`config.mk`:
```
export PLATFORM = sky130hd
export DESIGN_NAME = uart_tx_arbiter
export DESIGN_NICKNAME = d
export VERILOG_FILES = /design/src/rtl/uart_tx_arbiter.sv
export SDC_FILE = /design/constraint.sdc
export NUM_CORES = 1
export LEC_CHECK = 0
export CELL_PAD_IN_SITES_DETAIL_PLACEMENT = 1
export CELL_PAD_IN_SITES_GLOBAL_PLACEMENT = 1
export CORE_ASPECT_RATIO = 0.9
export CORE_UTILIZATION = 30
export CTS_CLUSTER_DIAMETER = 200
export CTS_CLUSTER_SIZE = 20
export DETAILED_ROUTE_END_ITERATION = 10
export PLACE_DENSITY = 0.78
export SLEW_MARGIN = 15
export SYNTH_ARGS = -nofsm -noshare
export SYNTH_HDL_FRONTEND = slang
export SYNTH_SLANG_ARGS = --single-unit
```
`constraint.sdc`:
```
create_clock -name clk -period 2.21 [get_ports clk]
set_clock_uncertainty 0.2 [all_clocks]
set_input_delay 0.3315 -clock clk [delete_from_list [all_inputs] [get_ports clk]]
set_output_delay 0.3315 -clock clk [all_outputs]
set_load 0.02 [all_outputs]
```
`src/rtl/uart_tx_arbiter.sv`:
```
// -----------------------------------------------------------------------------
// uart_tx_arbiter
//
// Shares one UART transmitter between NUM_REQ byte producers. A requester is
// picked by round-robin, its byte is latched onto tx_data and a one-cycle
// tx_start pulse is issued. The arbiter then keeps ownership until the
// transmitter has raised and dropped tx_busy for that frame. If tx_busy never
// rises within BUSY_TIMEOUT cycles the transfer is abandoned with a one-cycle
// err_timeout pulse.
//
// Optional feature (compile-time macro): UART_ARB_LOCK_EN
//   When defined, a requester that holds req_lock and req high when its frame
//   completes is granted again ahead of the rotation (multi-byte frames stay
//   contiguous). When undefined, req_lock is ignored.
//
// Parameters:
//   NUM_REQ       number of requesters (2..8)
//   BUSY_TIMEOUT  cycles to wait for tx_busy to rise after tx_start
//
// Ports:
//   clk          clock
//   rst_n        asynchronous active-low reset
//   req          per-requester byte valid (level)
//   req_data     requester i byte in [8i+7:8i]
//   req_lock     per-requester frame hold (lock build only)
//   gnt          one-hot, one-cycle: granted requester's byte was consumed
//   tx_data      byte to the transmitter, stable from grant until idle
//   tx_start     one-cycle start pulse to the transmitter
//   tx_busy      transmitter frame-in-progress flag
//   owner        index of current or last grantee
//   active       high whenever the arbiter is not idle
//   err_timeout  one-cycle pulse when tx_busy failed to rise in time
// -----------------------------------------------------------------------------
module uart_tx_arbiter #(
    parameter int NUM_REQ      = 4,
    parameter int BUSY_TIMEOUT = 15
) (
    input  logic                       clk,
    input  logic                       rst_n,
    input  logic [NUM_REQ-1:0]         req,
    input  logic [NUM_REQ*8-1:0]       req_data,
    input  logic [NUM_REQ-1:0]         req_lock,
    output logic [NUM_REQ-1:0]         gnt,
    output logic [7:0]                 tx_data,
    output logic                       tx_start,
    input  logic                       tx_busy,
    output logic [$clog2(NUM_REQ)-1:0] owner,
    output logic                       active,
    output logic                       err_timeout
);

    localparam int IDX_W = $clog2(NUM_REQ);
    localparam int CNT_W = $clog2(BUSY_TIMEOUT + 1);

    localparam logic [1:0] S_IDLE      = 2'd0;
    localparam logic [1:0] S_WAIT_BUSY = 2'd1;
    localparam logic [1:0] S_WAIT_DONE = 2'd2;

    // -------------------------------------------------------------------------
    // State
    // -------------------------------------------------------------------------
    logic [1:0]         state_q,    state_d;
    logic [NUM_REQ-1:0] gnt_q,      gnt_d;
    logic [7:0]         tx_data_q,  tx_data_d;
    logic               tx_start_q, tx_start_d;
    logic [IDX_W-1:0]   owner_q,    owner_d;
    logic               active_q,   active_d;
    logic               err_q,      err_d;
    logic [CNT_W-1:0]   cnt_q,      cnt_d;
    logic [IDX_W-1:0]   ptr_q,      ptr_d;

    // -------------------------------------------------------------------------
    // Per-requester byte view
    // -------------------------------------------------------------------------
    logic [7:0] req_byte [NUM_REQ];

    for (genvar gi = 0; gi < NUM_REQ; gi++) begin : g_byte
        assign req_byte[gi] = req_data[8*gi +: 8];
    end

    // -------------------------------------------------------------------------
    // Round-robin search. Slot gi of the rotated view holds requester
    // (ptr+1+gi) mod NUM_REQ, so slot 0 is the highest priority. The sum is one
    // bit wider than an index, which is enough for ptr+NUM_REQ.
    // -------------------------------------------------------------------------
    logic [IDX_W-1:0]   rot_idx [NUM_REQ];
    logic [NUM_REQ-1:0] rot_req;

    for (genvar gi = 0; gi < NUM_REQ; gi++) begin : g_rot
        logic [IDX_W:0] sum;
        assign sum = {1'b0, ptr_q} + (IDX_W+1)'(gi + 1);
        assign rot_idx[gi] = (sum >= (IDX_W+1)'(NUM_REQ))
                           ? IDX_W'(sum - (IDX_W+1)'(NUM_REQ))
                           : IDX_W'(sum);
        assign rot_req[gi] = req[rot_idx[gi]];
    end

    logic [IDX_W-1:0] rr_idx;

    // Scan from lowest priority upward so the highest-priority hit wins.
    always_comb begin
        rr_idx = '0;
        for (int k = NUM_REQ - 1; k >= 0; k--) begin
            if (rot_req[k]) begin
                rr_idx = rot_idx[k];
            end
        end
    end

    // -------------------------------------------------------------------------
    // Frame lock
    // -------------------------------------------------------------------------
    logic lock_hit;

`ifdef UART_ARB_LOCK_EN
    logic lock_q, lock_d;

    // Lock only steers the grant if the owner still has a byte ready;
    // otherwise the normal rotation applies.
    assign lock_hit = lock_q & req[owner_q];

    always_comb begin
        lock_d = lock_q;
        case (state_q)
            S_IDLE: begin
                if (!tx_busy && (|req)) begin
                    lock_d = 1'b0;
                end
            end
            S_WAIT_BUSY: begin
                // A timeout abandons the frame, so the hold is released.
                if (!tx_busy && (cnt_q == CNT_W'(BUSY_TIMEOUT - 1))) begin
                    lock_d = 1'b0;
                end
            end
            S_WAIT_DONE: begin
                if (!tx_busy) begin
                    lock_d = req_lock[owner_q] & req[owner_q];
                end
            end
            default: lock_d = 1'b0;
        endcase
    end

    always_ff @(posedge clk or negedge rst_n) begin
        if (!rst_n) begin
            lock_q <= 1'b0;
        end else begin
            lock_q <= lock_d;
        end
    end
`else
    logic unused_req_lock;

    assign lock_hit        = 1'b0;
    assign unused_req_lock = ^req_lock;
`endif

    logic [IDX_W-1:0] win_idx;
    logic             launch;

    assign win_idx = lock_hit ? owner_q : rr_idx;
    assign launch  = (state_q == S_IDLE) && !tx_busy && (|req);

    // -------------------------------------------------------------------------
    // Next-state logic. gnt, tx_start and err_timeout default low so each is
    // a single-cycle pulse.
    // -------------------------------------------------------------------------
    always_comb begin
        state_d    = state_q;
        gnt_d      = '0;
        tx_start_d = 1'b0;
        err_d      = 1'b0;
        tx_data_d  = tx_data_q;
        owner_d    = owner_q;
        cnt_d      = cnt_q;
        ptr_d      = ptr_q;

        case (state_q)
            S_IDLE: begin
                if (launch) begin
                    state_d          = S_WAIT_BUSY;
                    gnt_d[win_idx]   = 1'b1;
                    tx_start_d       = 1'b1;
                    tx_data_d        = req_byte[win_idx];
                    owner_d          = win_idx;
                    ptr_d            = win_idx;
                    cnt_d            = '0;
                end
            end
            S_WAIT_BUSY: begin
                if (tx_busy) begin
                    state_d = S_WAIT_DONE;
                end else begin
                    cnt_d = cnt_q + 1'b1;
                    // ptr keeps the failed grantee so others go first next.
                    if (cnt_q == CNT_W'(BUSY_TIMEOUT - 1)) begin
                        state_d = S_IDLE;
                        err_d   = 1'b1;
                    end
                end
            end
            S_WAIT_DONE: begin
                if (!tx_busy) begin
                    state_d = S_IDLE;
                end
            end
            default: begin
                state_d = S_IDLE;
            end
        endcase

        active_d = (state_d != S_IDLE);
    end

    always_ff @(posedge clk or negedge rst_n) begin
        if (!rst_n) begin
            state_q    <= S_IDLE;
            gnt_q      <= '0;
            tx_data_q  <= 8'h00;
            tx_start_q <= 1'b0;
            owner_q    <= '0;
            active_q   <= 1'b0;
            err_q      <= 1'b0;
            cnt_q      <= '0;
            // Last grantee = NUM_REQ-1 so requester 0 is searched first.
            ptr_q      <= IDX_W'(NUM_REQ - 1);
        end else begin
            state_q    <= state_d;
            gnt_q      <= gnt_d;
            tx_data_q  <= tx_data_d;
            tx_start_q <= tx_start_d;
            owner_q    <= owner_d;
            active_q   <= active_d;
            err_q      <= err_d;
            cnt_q      <= cnt_d;
            ptr_q      <= ptr_d;
        end
    end

    assign gnt         = gnt_q;
    assign tx_data     = tx_data_q;
    assign tx_start    = tx_start_q;
    assign owner       = owner_q;
    assign active      = active_q;
    assign err_timeout = err_q;

endmodule

```
==> key figures, run 1 <==
Timing
  – Final Hold Viols: 0
  – Worst-margin pin slew: 0.445 ns
  – RSZ-0062 raised after global routing: no
  – Setup tns final: 0 ns
  – Final Slew Violations: 0
  – Period utilization: 92.0%
  – Final setup violation count: 0
  – Slew margin rel.: 70.3%
  – Max Freq: 492 MHz
  – Post-layout min period: 2.03 ns
  – Worst Hold Margin: 0.222 ns

Place
  – Port Buffers: 55
  – Placed inst area: 2120 um2
  – GP Congestion: 0.773
  – Post-detail-place hpwl: 3240 um
  – # placed instances: 262

Logic synthesis
  – Async SR Flop Fraction: 100%
  – Synth warn: 0
  – Post-synthesis compound-gate area fraction: 21.3%
  – Top_reg_cell synth: dfrtp_1
  – Netlist cell types: 32
  – Xor-xnor portion of the synthesized cell area: 1.93%
  – Post-synthesis adder-cell area fraction: 1.83%
  – Seq cells post-synth: 25
  – Post-synthesis mux area share: 5.87%
  – Largest family of logic cells by synthesized area: compound AO/OA/AOI/OAI gates
  – Synth Instances: 136
  – Register area share after synthesis: 46.1%
  – Post-Synthesis Cell Area: 1360 um2
  – Post-Syn Area per Cell: 10.0 um2
  – Post-synth EDFFs: 0
  – Simple-Gate Fraction of Synth Area: 19.0%
  – Net Count, Synth: 181

Finish
  – Share of layout cells above drive strength 1: 15.0%
  – Area occupied by multi-input gates: 681 um2
  – Util after Layout: 51.5%
  – Most common cell after layout, fill and taps aside: clkdlybuf4s50_1
  – Non-filler cells, final: 266
  – Final #Nets: 252
  – Post-route cell area: 2170 um2
  – P&R area growth vs syn: 59.0%
  – Fillcell total: 480
  – Number of inserted diodes: 0
  – Most frequent cells in the layout: clkdlybuf4s50_1 (55), dfrtp_1 (23), nand2_1 (17), buf_4 (15), nor2_1 (11)
  – Sequential Area: 628 um2

Global routing
  – First-pass GRT wire length: 6980 um
  – Vias in the first global route: 1472
  – Initial antenna violation count: 0
  – Pin count of the biggest net entering global routing: 26
  – Global Route Usage Sum: 19.2%
  – Grt ovf: 0

Clock network
  – # Post-CTS Setup Buffers: 0
  – CTS resizes: 0
  – CTS Buf Count: 3
  – Clk sink count: 25
  – CTS tree: yes
  – CTS clk-pin slew, worst paths: 0.10 ns
  – CTS Buffer Depth: 2
  – # hold bufs at CTS: 0
  – Clock Latency Late Sink: 0.27 ns
  – H-tree Lvls: 1
  – Root Driver: clkbuf_8

Routing
  – DRC errors left: 0
  – Initial DRC Count: 28
  – WL per Instance: 15.9 um
  – Vias per Instance: 5.14
  – ANT nets after route: 0
  – DR pass1 iterations: 4
  – Vias: 1367
  – Drt total wl: 4230 um

Critical path
  – Worst setup EP type: flip-flop
  – CP required: 2.16 ns
  – Crit path DAT: 1.99 ns
  – Startpoint Class: primary input
  – Crit Path Class: primary input to flip-flop
  – CP Max Fanout: 10

Floorplan
  – Initial core utilization: 32.4%
  – Die width: 73.1 um
  – Die H: 66.0 um
  – # IOs: 60
  – Site Rows: 22
  – Core area: 4210 um2
  – Die area: 4820 um2

Power and ir drop
  – P_leak: 0.000935 uW
  – Maximum vdd ir drop: 0.486 mV
  – Pwr per Cell Area: 1090 nW/um2

Status
  – Status: finished, final reports clean

Hold path
  – Worst Hold Class: primary input to asynchronous set/reset pin

Flow run
  – Max Cap Viol: 0
==> worst paths after layout <==
path	slack, ns	depth (start not counted)	endpoint	startpoint
worst max-delay path	0.18	7	tx_data[2]	req[1]
worst min-delay path	0.22	2	tx_data[4]	rst_n
worst max register to register	0.29	6	tx_data[2]	ptr_q[0]
worst min register to register	0.29	2	owner[1]	owner[1]
max in group asynchronous	1.29	2	ptr_q[1]	rst_n
min in group clk	0.29	2	owner[1]	owner[1]
==> logic make-up after synthesis <==
family | Yosys count
AND/OR/NAND/NOR | 51
multiplexers | 8
flip-flops | 25
XOR/XNOR | 3
adder cells (fa/ha/maj) | 2
AO/OA/AOI/OAI | 37
buffers and inverters | 10
==> where the power goes <==
part           internal [uW]  leakage [uW]  switching (uW)
combinational            644      0.000591             665
clock                    132     0.0000261             160
sequential               638      0.000318             125
==> routing by layer <==
| layer | global-route usage, % | routed length, um |
|---|---|---|
| met1 | 24.8 | 1920 |
| met2 | 33.7 | 2090 |
| met3 | 2.74 | 197 |
| met4 | 4.41 | 27 |
| met5 | 0 | 0 |
==> synthesized netlist by cell type (2+ instances only) <==
master / n / share of area (%)
nor2_1: 11 / 3.0
nand2b_1: 2 / 0.92
o31ai_1: 8 / 4.4
nor3_1: 3 / 1.1
dfrtp_1: 23 / 42
mux2i_1: 8 / 5.9
nand3_1: 3 / 1.1
xor2_1: 3 / 1.9
buf_6: 2 / 1.7
nand4_1: 9 / 4.1
nand2_1: 17 / 4.7
a211o_1: 8 / 5.1
o21ai_0: 4 / 1.5
a21oi_1: 2 / 0.73
buf_2: 2 / 0.73
o211ai_1: 8 / 4.4
inv_2: 2 / 0.55
clkbuf_1: 3 / 0.83
and2_1: 2 / 0.92
ha_1: 2 / 1.8
dfstp_2: 2 / 3.9
o21a_1: 2 / 1.1
==> sequential cells by signal, summed over array words and instances, names as in the netlist <==
register,flops
ptr_q,2
active,1
state_q,2
tx_data,8
err_timeout,1
cnt_q,4
owner,2
tx_start,1
gnt,4
==> layout make-up <==
type	instances	area share (%)
sequential	25	29.0
inverter	3	0.519
timing repair buffer	73	33.4
multi-input combinational	101	31.4
clock buffer	3	1.90
tap	60	3.46
clock inverter	1	0.404
==> stage by stage <==
step	setup WS, ns	total power (uW)
final	0.176	2360
after global routing	0.108	2520
after CTS	0.176	2390
after detailed placement	-0.107	2080
after global placement	-0.0530	2020
after floorplan	0.293	1450
==> critical path: stages <==
cell and delay [ns]:
clkdlybuf4s50_1 0.48, buf_4 0.17, o21a_1 0.23, nor3_4 0.26, buf_12 0.17, mux2i_1 0.22
o211ai_1 0.11
(Power assumes the default switching activity.)
==> run 2: changes to the inputs <==
--- a/config.mk
+++ b/config.mk
@@ -12,6 +12,7 @@
 export CTS_CLUSTER_DIAMETER = 200
 export CTS_CLUSTER_SIZE = 20
 export DETAILED_ROUTE_END_ITERATION = 10
+export GPL_TIMING_DRIVEN = 0
 export PLACE_DENSITY = 0.78
 export SLEW_MARGIN = 15
 export SYNTH_ARGS = -nofsm -noshare
==> run 2 against run 1 <==
  * Critical path depth grew 1
  * Global-route usage decreased by 0.11 points
  * Flip-flop and latch count unchanged
  * Maximum frequency shrank 3.3%
  * Setup slack got worse by 0.070 ns
  * Non-clock buffer count is 10 lower
  * Worst hold slack improved by 0.090 ns
  * Clock power barely moved
  * Largest cell class is now multi-input gates
==> key figures, run 2 (same netlist as run 1, synthesis figures left out) <==
Place
  – Port Buffers: 55 (unchanged)
  – Post-Place Setup Slack: -0.404 ns (-0.297 ns)
  – # placed instances: 251 (-4.2%)
  – GP Congestion: 0.743 (-4.0%)
  – Post-detail-place hpwl: 3160 um (-2.5%)

Finish
  – Number of inserted diodes: 0 (unchanged)
  – Non-filler cells, final: 256 (-3.8%)
  – Final #Nets: 242 (-4.0%)
  – Util after Layout: 49.0% (-2.5 points)
  – Most frequent cells in the layout: clkdlybuf4s50_1 (52), dfrtp_1 (23), nand2_1 (17), nor2_1 (11), nand4_1 (9)
  – Max reg flops: 8 (unchanged)
  – Share of layout cells above drive strength 1: 10.2% (-4.8 points)
  – P&R area growth vs syn: 51.4%
  – Most common cell after layout, fill and taps aside: clkdlybuf4s50_1

Power and ir drop
  – P_leak: 0.000884 uW (-5.5%)
  – Pwr per Cell Area: 1100 nW/um2 (+0.52%)
  – Maximum vdd ir drop: 0.496 mV (+2.0%)
  – Total Power: 2260 uW (-4.3%)

Floorplan
  – # IOs: 60 (unchanged)
  – Die width: 73.1 um (unchanged)
  – Initial core utilization: 32.4% (unchanged)
  – Die H: 66.0 um (unchanged)
  – Die area: 4820 um2 (unchanged)
  – Site Rows: 22 (unchanged)
  – Core area: 4210 um2 (unchanged)

Clock network
  – CTS tree: yes
  – CTS Buf Count: 3 (unchanged)
  – CTS Buffer Depth: 2 (unchanged)
  – H-tree Lvls: 1 (unchanged)
  – Clk sink count: 25 (unchanged)
  – Clock Latency Late Sink: 0.28 ns (about the same)
  – CTS clk-pin slew, worst paths: 0.09 ns (about the same)
  – Root Driver: clkbuf_8

Routing
  – Vias per Instance: 5.22 (+1.5%)
  – Drt total wl: 4180 um (-1.2%)
  – Initial DRC Count: 48 (+71%)
  – Vias: 1336 (-2.3%)
  – DRC errors left: 0 (unchanged)
  – ANT nets after route: 0 (unchanged)
  – WL per Instance: 16.3 um (+2.7%)
  – DR pass1 iterations: 4 (unchanged)

Global routing
  – Met2 GRT Util: 33.2% (-0.46 points)
  – First-pass GRT wire length: 6890 um (-1.2%)
  – Global routing met1 resource utilization: 23.8% (-1.0 points)
  – Grt ovf: 0 (unchanged)
  – Met3 Usage GRT: 2.29% (-0.46 points)
  – Initial antenna violation count: 0 (unchanged)
  – Vias in the first global route: 1436 (-2.4%)
  – Pin count of the biggest net entering global routing: 26 (unchanged)
  – Global Route Usage Sum: 19.1% (-0.11 points)
  – GRT Max-Usage Layer: met2

Timing
  – Max Freq: 475 MHz (-3.3%)
  – Period utilization: 95.2% (+3.2 points)
  – Worst Hold Margin: 0.312 ns (+0.0896 ns)
  – Slew margin rel.: 55.5% (-15 points)
  – Post-layout min period: 2.10 ns (+0.0702 ns)
  – RSZ-0062 raised after global routing: no
  – Setup slack after layout: 0.106 ns (-0.0702 ns)
  – Final Hold Viols: 0 (unchanged)
  – Final Slew Violations: 0 (unchanged)
  – Final setup violation count: 0 (unchanged)
  – Worst-margin pin slew: 0.663 ns (+0.218 ns)

Critical path
  – Critical path's top delay family: buffers and inverters
  – Crit-path cells: clkdlybuf4s50_1 > nor2b_1 > o21a_1 > buf_6 > nor3_4 > buf_6 > mux2i_1 > o211ai_1
  – Worst setup EP type: flip-flop
  – Worst Path Buf+Inv: 3 (unchanged)
  – Startpoint Class: primary input
  – Crit path DAT: 2.06 ns (+0.07 ns)
  – CP max stage delay: 0.57 ns (+0.09 ns)
  – CP required: 2.17 ns (about the same)
  – Crit Path Class: primary input to flip-flop
  – Crit-path slowest cell: clkdlybuf4s50_1
  – Most used cell, CP: buf_6
  – CP Max Fanout: 10 (unchanged)

Status
  – Status: finished, final reports clean

Flow run
  – Max Cap Viol: 0 (unchanged)

Hold path
  – Worst Hold Class: flip-flop to flip-flop
## run 2: cell types whose count changed in the layout (fill, tap and decap cells not counted), sizes merged
cell and delta:
buf -12, clkbuf +2, clkdlybuf4s50 -3, dlygate4sd3 +1, dlymetal6s2s +2
## run 2: final timing paths
kind                          start    endpoint  slack, ns  cells past startpoint
hold reg to reg            owner[1]    owner[1]       0.31                      2
hold / removal             owner[1]    owner[1]       0.31                      2
setup / recovery             req[0]  tx_data[2]       0.11                      8
setup reg to reg           ptr_q[0]  tx_data[2]       0.18                      6
max in group asynchronous     rst_n    ptr_q[1]       1.06                      2
min in group asynchronous     rst_n      gnt[3]       0.37                      2
## run 2: what timing repair did
item / in CTS / in global routing
setup buffers: 1 / 0
gates resized for setup: 1 / 4
setup endpoints to repair: 8 / 9
hold endpoints to repair: 0 / 23
hold buffers: 0 / 1
pin swaps: 1 / 1
gates cloned: 0 / 0
## run 2: where the power goes
group / internal (uW) / total, uW / leakage, uW / switching [uW]
sequential: 638 / 771 / 0.000318 / 132
combinational: 548 / 1200 / 0.000540 / 653
clock: 133 / 291 / 0.0000261 / 159
## run 2: layout make-up
cell class | count | area (um2)
fillers | 493 | 2150
multi-input cells | 101 | 692
flip-flops and latches | 25 | 628
repair buffers | 57 | 568
well taps | 60 | 75.1
clock buffers | 3 | 41.3
plain buffers | 6 | 40.0
inverters | 3 | 11.3
clock inverters | 1 | 8.76
## run 2: routing by layer
metal	wire [um]	part of all wire [%]	vias up
met1	1820	43	665
met2	2090	50	46
met4	57	1.4	0
met5	0	0	-
li1	-	-	620
met3	212	5.1	5
## run 2: through the flow
step / instance area (um2) / TNS [ns]
final: 2060 / 0
after global routing: 2060 / 0
after CTS: 2050 / 0
after detailed placement: 1990 / -4.50
after global placement: 1990 / -3.22
after floorplan: 1360 / 0
## run 2: worst register-to-register path: stages, from the launching register on
cell	delay (ns)
dfstp_2	0.58
nand2b_1	0.21
o22ai_1	0.11
nor2_1	0.14
clkbuf_1	0.42
a211o_1	0.17
o211ai_1	0.08
==> run 3: changes to the inputs <==
--- a/config.mk
+++ b/config.mk
@@ -5,6 +5,7 @@
 export SDC_FILE = /design/constraint.sdc
 export NUM_CORES = 1
 export LEC_CHECK = 0
+export CAP_MARGIN = 20
 export CELL_PAD_IN_SITES_DETAIL_PLACEMENT = 1
 export CELL_PAD_IN_SITES_GLOBAL_PLACEMENT = 1
 export CORE_ASPECT_RATIO = 0.9
@@ -14,6 +15,7 @@
 export DETAILED_ROUTE_END_ITERATION = 10
 export GPL_TIMING_DRIVEN = 0
 export PLACE_DENSITY = 0.78
+export SETUP_SLACK_MARGIN = 0.02
 export SLEW_MARGIN = 15
 export SYNTH_ARGS = -nofsm -noshare
 export SYNTH_HDL_FRONTEND = slang
==> run 3 against run 2 <==
  * Power about the same
  * Clock power is essentially flat
  * Count of clock-buffer cells in the layout did not move
  * Highest routed layer unchanged
  * Combinational power hardly changed
  * Global-route usage stayed put
  * Worst hold slack is the same
  * Cell count unchanged
  * Largest power group unchanged
==> key figures, run 3 (same netlist as run 1, synthesis figures left out) <==
Timing
  – Final Hold Viols: 0 (unchanged)
  – Slew margin rel.: 55.5% (about the same)
  – Max Freq: 485 MHz (+2.0%)
  – Final setup violation count: 0 (unchanged)
  – Setup tns final: 0 ns (unchanged)
  – Final Slew Violations: 0 (unchanged)
  – Post-layout min period: 2.06 ns (-0.0407 ns)
  – Setup slack after layout: 0.147 ns (+0.0407 ns)
  – Period utilization: 93.4% (-1.8 points)
  – Worst-margin pin slew: 0.663 ns (+0.0000792 ns)
  – RSZ-0062 raised after global routing: no

Global routing
  – Initial antenna violation count: 0 (unchanged)
  – First-pass GRT wire length: 6890 um (unchanged)
  – Grt ovf: 0 (unchanged)
  – Global Route Usage Sum: 19.1% (unchanged)
  – Vias in the first global route: 1436 (unchanged)
  – Pin count of the biggest net entering global routing: 26 (unchanged)

Power and ir drop
  – Maximum vdd ir drop: 0.496 mV (unchanged)
  – Clock Power Share: 12.9% (about the same)
  – Pwr per Cell Area: 1090 nW/um2 (-0.13%)
  – Seq pwr share: 34.1% (about the same)
  – Sw Share: 41.7% (about the same)
  – P_leak: 0.000893 uW (+1.0%)
  – NetSw: 944 uW (about the same)
  – Comb pwr share: 53.0% (about the same)
  – Int Power: 1320 uW (about the same)

Finish
  – Most common cell after layout, fill and taps aside: clkdlybuf4s50_1
  – Final #Nets: 242 (unchanged)
  – Number of inserted diodes: 0 (unchanged)
  – Share of layout cells above drive strength 1: 10.2% (unchanged)
  – Post-route cell area: 2070 um2 (+0.12%)
  – P&R area growth vs syn: 51.6%
  – Non-filler cells, final: 256 (unchanged)
  – Max reg flops: 8 (unchanged)
  – Most frequent cells in the layout: clkdlybuf4s50_1 (51), dfrtp_1 (23), nand2_1 (17), nor2_1 (11), nand4_1 (9)

Clock network
  – Clock Latency Late Sink: 0.28 ns (about the same)
  – Root Driver: clkbuf_8
  – Clk sink count: 25 (unchanged)
  – CTS tree: yes
  – CTS Buf Count: 3 (unchanged)
  – CTS clk-pin slew, worst paths: 0.09 ns (about the same)
  – CTS Buffer Depth: 2 (unchanged)
  – H-tree Lvls: 1 (unchanged)

Routing
  – DRC errors left: 0 (unchanged)
  – Vias: 1336 (unchanged)
  – WL per Instance: 16.3 um (about the same)
  – ANT nets after route: 0 (unchanged)
  – DR pass1 iterations: 4 (unchanged)
  – Vias per Instance: 5.22 (unchanged)
  – Drt total wl: 4180 um (about the same)
  – Initial DRC Count: 48 (unchanged)

Place
  – GP Congestion: 0.743 (unchanged)
  – Post-Place Setup Slack: -0.404 ns (unchanged)
  – Post-detail-place hpwl: 3160 um (unchanged)
  – Placed inst area: 1990 um2 (unchanged)
  – # placed instances: 251 (unchanged)
  – Port Buffers: 55 (unchanged)

Hold path
  – Worst Hold Path EP: owner[1]
  – Hold Crit Start: owner[1]
  – Worst Hold Class: flip-flop to flip-flop
  – Worst hold path depth: 2 (unchanged)

Floorplan
  – Site Rows: 22 (unchanged)
  – Die area: 4820 um2 (unchanged)
  – # IOs: 60 (unchanged)
  – Die width: 73.1 um (unchanged)
  – Die H: 66.0 um (unchanged)
  – Initial core utilization: 32.4% (unchanged)
  – Core area: 4210 um2 (unchanged)

Critical path
  – R2R setup slack: 0.18 ns (about the same)
  – CP Max Fanout: 10 (unchanged)
  – CP required: 2.18 ns (about the same)
  – RR Startpoint: ptr_q[0]
  – Worst setup EP type: flip-flop
  – Critical Path Source: req[2]
  – Reg2Reg Capture Point: tx_data[2]
  – Crit path DAT: 2.04 ns (-0.02 ns)
  – Startpoint Class: primary input
  – FF-to-FF path depth: 6 (unchanged)
  – Crit Path Class: primary input to flip-flop

Status
  – Status: finished, final reports clean

Flow run
  – Max Cap Viol: 0 (unchanged)
[run 3: cell count changes in the layout (fill, tap and decap cells not counted)]
cell             previous run  this run
clkdlybuf4s50_1            52        51
dlymetal6s2s_1              2         3
[run 3: layer usage]
metal / vias up / track usage (%) / wire length, um
met1: 665 / 23.8 / 1820
met4: 0 / 7.84 / 57
met2: 46 / 33.2 / 2100
met3: 5 / 2.29 / 212
li1: 620 / - / -
met5: - / 0 / 0
[run 3: repair_timing]
item	CTS	global route
resized for setup	1	5
hold endpoints to repair	0	23
endpoints found under the setup margin	9	10
pin swaps	1	1
setup buffers	1	0
hold buffers	0	1
[run 3: layout make-up]
type / instances / area (um2)
buffer: 6 / 40.0
clock buffer: 3 / 41.3
clock inverter: 1 / 8.76
fill: 492 / 2140
inverter: 3 / 11.3
multi-input combinational: 101 / 692
sequential: 25 / 628
tap: 60 / 75.1
timing repair buffer: 57 / 571
[run 3: worst max path at each step]
stage                            end  slack [ns]  depth (start not counted)
after detailed placement  tx_data[2]       -0.40                          8
final                         active        0.15                          5
after global routing      tx_data[3]        0.03                          6
after CTS                 tx_data[2]        0.03                          8
after floorplan           tx_data[2]        0.29                          7
after global placement    tx_data[5]       -0.32                          8
[run 3: power by group through the flow]
stage               Combinational (uW)  Clock, uW  Sequential (uW)
finish                            1200        291              771
global route                      1310        319              794
CTS                               1190        302              766
detailed placement                1180          0              771
global placement                  1130          0              755
floorplan                          564          0              889
[run 3: metrics by stage]
step	hold WS (ns)	util, %	power (uW)
floorplan	-0.164	-	1450
global placement	0.270	47.2	1890
detailed placement	0.291	47.2	1950
CTS	0.316	48.6	2260
global route	0.349	49.1	2420
finish	0.312	49.1	2260
[run 3: worst max-delay path, cell delays in order]
cell,delay [ns]
clkdlybuf4s50_1,0.50
o41ai_4,0.49
buf_2,0.32
nand2_1,0.10
or2_2,0.30
